==> config.mk <==
export PLATFORM = sky130hd
export DESIGN_NAME = pe_chain_scheduler
export DESIGN_NICKNAME = d
export VERILOG_FILES = /design/src/rtl/pe_chain_scheduler.sv
export SDC_FILE = /design/constraint.sdc
export NUM_CORES = 1
export LEC_CHECK = 0
export ABC_AREA = 0
export CAP_MARGIN = 20
export CELL_PAD_IN_SITES_DETAIL_PLACEMENT = 1
export CELL_PAD_IN_SITES_GLOBAL_PLACEMENT = 1
export CORE_ASPECT_RATIO = 1.2
export CORE_MARGIN = 5
export CORE_UTILIZATION = 35
export CTS_BUF_LIST = sky130_fd_sc_hd__clkbuf_16
export DETAILED_ROUTE_END_ITERATION = 12
export PLACE_DENSITY = 0.74
export SKIP_LAST_GASP = 1
export SLEW_MARGIN = 15
export SYNTH_ARGS = -nofsm -noshare
export SYNTH_HDL_FRONTEND = slang
export SYNTH_SLANG_ARGS = --single-unit
export TNS_END_PERCENT = 50
==> constraint.sdc <==
create_clock -name clk -period 2.8 [get_ports clk]
set_input_delay 0.28 -clock clk [delete_from_list [all_inputs] [get_ports clk]]
set_output_delay 0.28 -clock clk [all_outputs]
set_load 0.02 [all_outputs]
==> src/rtl/pe_chain_scheduler.sv <==
// Sequencer for a linear chain of processing elements.
// Each layer runs in two phases. First, compute is launched in every PE and the
// completion flags are collected. Then the accumulator-forward path is granted
// one hop at a time (PE k -> PE k+1). This repeats for the programmed number of
// layers, and a one-cycle completion pulse is raised at the end.
module pe_chain_scheduler #(
  parameter int NUM_PE  = 4,
  parameter int LAYER_W = 4
) (
  input  logic               clk,
  input  logic               rst,            // asynchronous, active low
  input  logic               start,
  input  logic               abort,
  input  logic [LAYER_W-1:0] num_layers,
  input  logic [NUM_PE-1:0]  pe_done,
  input  logic [NUM_PE-1:0]  pe_recv_done,
  output logic [NUM_PE-1:0]  compute_start,
  output logic [NUM_PE-1:0]  fwd_grant,
  output logic               busy,
  output logic [LAYER_W-1:0] layer_idx,
  output logic               all_done
);

  // Hop index k ranges over 0..NUM_PE-2. The last PE never forwards.
  localparam int             K_W    = (NUM_PE > 2) ? $clog2(NUM_PE - 1) : 1;
  localparam logic [K_W-1:0] K_LAST = K_W'(NUM_PE - 2);

  localparam logic [2:0] ST_IDLE      = 3'd0;
  localparam logic [2:0] ST_COMPUTE   = 3'd1;
  localparam logic [2:0] ST_FORWARD   = 3'd2;
  localparam logic [2:0] ST_LAYER_END = 3'd3;
  localparam logic [2:0] ST_FINISH    = 3'd4;

  logic [2:0]         state_q, state_d;
  logic [K_W-1:0]     k_q, k_d;
  logic [NUM_PE-1:0]  collect_q, collect_d;
  logic [LAYER_W-1:0] layers_q, layers_d;
  logic [LAYER_W-1:0] layer_q, layer_d;
  logic               cstart_q, cstart_d;

  logic               collect_full;
  logic [NUM_PE-2:0]  hop_hit;
  logic               recv_hit;
  logic [NUM_PE-1:0]  grant_dec;

  // Bit 0 of the receive flags has no upstream sender, so it is never consulted.
  logic               unused_recv0;
  assign unused_recv0 = pe_recv_done[0];

  // The collect vector is registered. As a result, completion is seen one cycle
  // after the last flag arrives, which makes the second COMPUTE cycle the
  // earliest possible exit.
  assign collect_full = &collect_q;

  // Only the receiver of the currently granted hop (PE k+1) may advance the hop.
  // Pulses from all other PEs are discarded.
  genvar gi;
  generate
    for (gi = 0; gi < NUM_PE - 1; gi++) begin : g_hop
      assign hop_hit[gi] = (k_q == K_W'(gi)) & pe_recv_done[gi + 1];
    end
  endgenerate
  assign recv_hit = |hop_hit;

  // The grant is decoded from registered state only, so there is no
  // combinational path from an input to this output. The top bit stays 0
  // because the last PE has no downstream neighbour.
  generate
    for (gi = 0; gi < NUM_PE - 1; gi++) begin : g_grant
      assign grant_dec[gi] = (state_q == ST_FORWARD) && (k_q == K_W'(gi));
    end
  endgenerate
  assign grant_dec[NUM_PE-1] = 1'b0;

  // Next-state logic. An abort in any busy state overrides every other event.
  always_comb begin
    state_d   = state_q;
    k_d       = k_q;
    collect_d = collect_q;
    layers_d  = layers_q;
    layer_d   = layer_q;
    if ((state_q != ST_IDLE) && abort) begin
      state_d   = ST_IDLE;
      k_d       = '0;
      collect_d = '0;
    end else begin
      case (state_q)
        ST_IDLE: begin
          if (start && !abort) begin
            // A zero layer count is promoted to one, so the layer index can never wrap.
            layers_d  = (num_layers == '0) ? LAYER_W'(1) : num_layers;
            layer_d   = '0;
            collect_d = '0;
            k_d       = '0;
            state_d   = ST_COMPUTE;
          end
        end
        ST_COMPUTE: begin
          collect_d = collect_q | pe_done;
          if (collect_full) begin
            state_d = ST_FORWARD;
            k_d     = '0;
          end
        end
        ST_FORWARD: begin
          if (recv_hit) begin
            if (k_q == K_LAST) begin
              state_d = ST_LAYER_END;
            end else begin
              k_d = k_q + K_W'(1);
            end
          end
        end
        ST_LAYER_END: begin
          if (layer_q == (layers_q - LAYER_W'(1))) begin
            state_d = ST_FINISH;
          end else begin
            layer_d   = layer_q + LAYER_W'(1);
            collect_d = '0;
            k_d       = '0;
            state_d   = ST_COMPUTE;
          end
        end
        ST_FINISH: begin
          state_d = ST_IDLE;
        end
        default: begin
          state_d   = ST_IDLE;
          k_d       = '0;
          collect_d = '0;
        end
      endcase
    end
  end

  // compute_start fires on every entry into COMPUTE, whether from IDLE or from
  // LAYER_END, and on no other cycle.
  assign cstart_d = (state_d == ST_COMPUTE) && (state_q != ST_COMPUTE);

  // State and datapath registers.
  always_ff @(posedge clk or negedge rst) begin
    if (!rst) begin
      state_q   <= ST_IDLE;
      k_q       <= '0;
      collect_q <= '0;
      layers_q  <= '0;
      layer_q   <= '0;
      cstart_q  <= 1'b0;
    end else begin
      state_q   <= state_d;
      k_q       <= k_d;
      collect_q <= collect_d;
      layers_q  <= layers_d;
      layer_q   <= layer_d;
      cstart_q  <= cstart_d;
    end
  end

  assign compute_start = {NUM_PE{cstart_q}};
  assign fwd_grant     = grant_dec;
  assign busy          = (state_q != ST_IDLE);
  assign layer_idx     = layer_q;
  assign all_done      = (state_q == ST_FINISH);

endmodule

==> results.sh <==
export IMPL_max_stage_delay_ps=510
export IMPL_io_buffers=27
export IMPL_grt_max_degree=19
export IMPL_grt_antenna_before_repair=0
export IMPL_num_io_pins=30
export IMPL_crit_buf_inv=1
export IMPL_via_per_inst=5.39
export IMPL_crit_required_ps=2980
export IMPL_hold_viol=0
export IMPL_finalInstanceArea_um2=1480
export IMPL_synthAdderAreaFrac=0.0555
export IMPL_drt_antenna_violating_nets=0
export IMPL_synthFlopType="dfrtp_1"
export IMPL_numCtsBuffers=3
export IMPL_cp_end_kind="flip-flop"
export IMPL_yosysUniqueCellTypes=40
export IMPL_synth_compound_area_frac=0.181
export IMPL_crit_cells=8
export IMPL_fin_ws_ps=514
export IMPL_synth_cells=120
export IMPL_synth_xor_area_share=0.0599
export IMPL_peakVddDrop_mv=0.460
export IMPL_root_buffer="clkbuf_16"
export IMPL_drive_gt1_frac=0.0903
export IMPL_rsz0062_at_grt="false"
export IMPL_htree_levels=1
export IMPL_die_w_um=61.8
export IMPL_syn_nets=141
export IMPL_power_internal_w=0.000733
export IMPL_clkTransAtPathRegs_ps=50
export IMPL_finalPower_w=0.00115
export IMPL_grt_pass1_vias=1054
export IMPL_drc=0
export IMPL_async_flop_share=1.00
export IMPL_via_count=970
export IMPL_arrival_ps=2460
export IMPL_drtPass1Iterations=2
export IMPL_fin_crit_sh=0.817
export IMPL_final_nets=166
export IMPL_place_congestion=0.822
export IMPL_grt_ovfl_total=0
export IMPL_cts_tree="yes"
export IMPL_worst_pin_slew_ps=835
export IMPL_ys_warn_count=0
export IMPL_start_util=0.366
export IMPL_grt_first_pass_wirelength_um=4740
export IMPL_ctsLongestPathBuffers=2
export IMPL_cts_sinks=18
export IMPL_synth_mux_area_frac=0.0388
export IMPL_worst_path_max_fanout=7
export IMPL_core_region_area_um2=3080
export IMPL_hold_depth=2
export IMPL_finalCriticalPeriod_ps=2290
export IMPL_cp_start_kind="flip-flop"
export IMPL_holdBufCountCts=0
export IMPL_setup_tns_ps=0
export IMPL_slew_headroom=0.442
export IMPL_ys_seq_area_frac=0.400
export IMPL_wl_um=2830
export IMPL_synth_area_per_cell_um2=9.39
export IMPL_synth_edf_count=0
export IMPL_skew_ps=1.95
export IMPL_max_freq_mhz=437
export IMPL_worstPathCellList="inv_1 > ha_1 > xor2_1 > nand2_1 > nor4_2 > or3_1 > or4_1 > a21boi_1"
export IMPL_ys_ff_latch=18
export IMPL_holdWs_ps=504
export IMPL_die_y_um=72.2
export IMPL_power_leakage_nw=0.629
export IMPL_crit_family="simple AND/OR/NAND/NOR gates"
export IMPL_cts_setup_buffers=0
export IMPL_avgRoutedWirePerCell_um=15.7
export IMPL_place_hpwl_um=2170
export IMPL_syn_to_final_growth_pct=31.1
export IMPL_status="completed"
export IMPL_p_sw_w=0.000421
export IMPL_hold_class="flip-flop to flip-flop"
export IMPL_synthSimpleGateAreaFrac=0.190
export IMPL_clkPwrFrac=0.247
export IMPL_swShare=0.365
export IMPL_grt_total_usage=0.139
export IMPL_power_density_nw_per_um2=780
export IMPL_cts_repair_resized=0
export IMPL_place_area_um2=1400
export IMPL_synth_area_um2=1130
export IMPL_dpl_worst_slack_ps=350
export IMPL_drv_slew=0
export IMPL_setup_viol=0
export IMPL_synth_top_family_by_area="simple AND/OR/NAND/NOR gates"
export IMPL_diodes=0
export IMPL_pwr_share_seq=0.341
export IMPL_worst_path_max_delay_cell="or4_1"
export IMPL_path_class="flip-flop to flip-flop"
export IMPL_rows=22
export IMPL_drt_initial_drc_count=26
export IMPL_clk_latency_ps=250
export IMPL_p_comb_frac=0.412
export IMPL_drv_cap=0
export IMPL_dieArea_um2=4460
export IMPL_r2r_setup_slack_ps=510
export IMPL_reg2reg_depth=8
through the flow:
stage / std cells / util
after floorplan: 120 / -
after global placement: 176 / 0.454
after detailed placement: 176 / 0.454
after CTS: 180 / 0.479
after global routing: 180 / 0.479
final: 180 / 0.479
sequential cells by signal, indices dropped and copies added (netlist names):
signal / cells
k_q: 2
collect_q: 4
layer_idx: 4
cstart_q: 1
layers_q: 4
state_q: 3
path summary, 6_finish.rpt:
| path | from | endpoint |
|---|---|---|
| max reg2reg | layers_q[0] | layer_idx[3] |
| min in group asynchronous | rst | layers_q[2] |
| max | layers_q[0] | layer_idx[3] |
| max in group asynchronous | rst | state_q[0] |
| min | collect_q[0] | collect_q[0] |
| min reg2reg | collect_q[0] | collect_q[0] |
worst register-to-register path: cells and delay by family (launching register included):
| kind | cells | cell delay, ps |
|---|---|---|
| flops | 1 | 380 |
| xor+xnor | 1 | 160 |
| compound gates | 1 | 150 |
| fa+ha+maj | 1 | 310 |
| buf+inv | 1 | 80 |
| simple gates | 4 | 1130 |
cell families after synthesis:
group / count (synthesis)
flops: 18
xor+xnor: 6
mux: 4
fa+ha+maj: 5
compound gates: 30
other cells: 1
simple gates: 40
buf+inv: 16
power groups by stage:
stage	Clock, W	Sequential (W)	Combinational [W]
3_3_place_gp	0	0.000390	0.000460
6_report	0.000285	0.000393	0.000475
3_5_place_dp	0	0.000397	0.000477
5_1_grt	0.000309	0.000404	0.000528
4_1_cts	0.000293	0.000393	0.000481
2_1_floorplan	0	0.000365	0.000381
Yosys cell counts (all sizes together), types with 4 or more instances:
cell,number,area [µm²]
o21ai,5,25.0
a21oi,10,50.1
nand2,6,22.5
o31ai,4,35.0
dfrtp,18,450
inv,8,30.0
nor2,11,43.8
nor3,5,25.0
nand3,4,20.0
ha,5,62.6
xnor2,4,50.1
buf,7,47.6
placed cells by master, fill, tap and decap left out, drive strengths merged, types with 2 or more instances in the layout:
| cell | Yosys | routed |
|---|---|---|
| nand4 | 3 | 3 |
| o31ai | 4 | 4 |
| dfrtp | 18 | 18 |
| a21boi | 3 | 3 |
| nor2b | 2 | 2 |
| inv | 8 | 8 |
| clkdlybuf4s50 | 0 | 27 |
| nand2 | 6 | 6 |
| xor2 | 2 | 2 |
| mux2 | 3 | 3 |
| or4 | 2 | 2 |
| o21ai | 5 | 5 |
| nor2 | 11 | 11 |
| nand3 | 4 | 4 |
| o2111a | 2 | 2 |
| nor3 | 5 | 5 |
| xnor2 | 4 | 4 |
| ha | 5 | 5 |
| and2 | 2 | 2 |
| clkbuf | 1 | 3 |
| a21oi | 10 | 10 |
routing by layer:
layer	vias up	part of all wire	global-route usage	routed length [µm]
li1	470	-	-	-
met1	474	0.42	0.171	1180
met2	22	0.52	0.240	1480
met3	4	0.049	0.0249	139
met4	0	0.011	0.0425	31
met5	-	0	0	0
area by class of cell:
| cell class | instances | area (µm²) |
|---|---|---|
| flip-flops and latches | 18 | 450 |
| clock inverters | 1 | 3.75 |
| inverters | 8 | 30.0 |
| well taps | 36 | 45.0 |
| multi-input cells | 86 | 596 |
| fillers | 364 | 1610 |
| clock buffers | 3 | 75.1 |
| repair buffers | 28 | 278 |
Note: power is estimated with default switching activity, not from simulation.
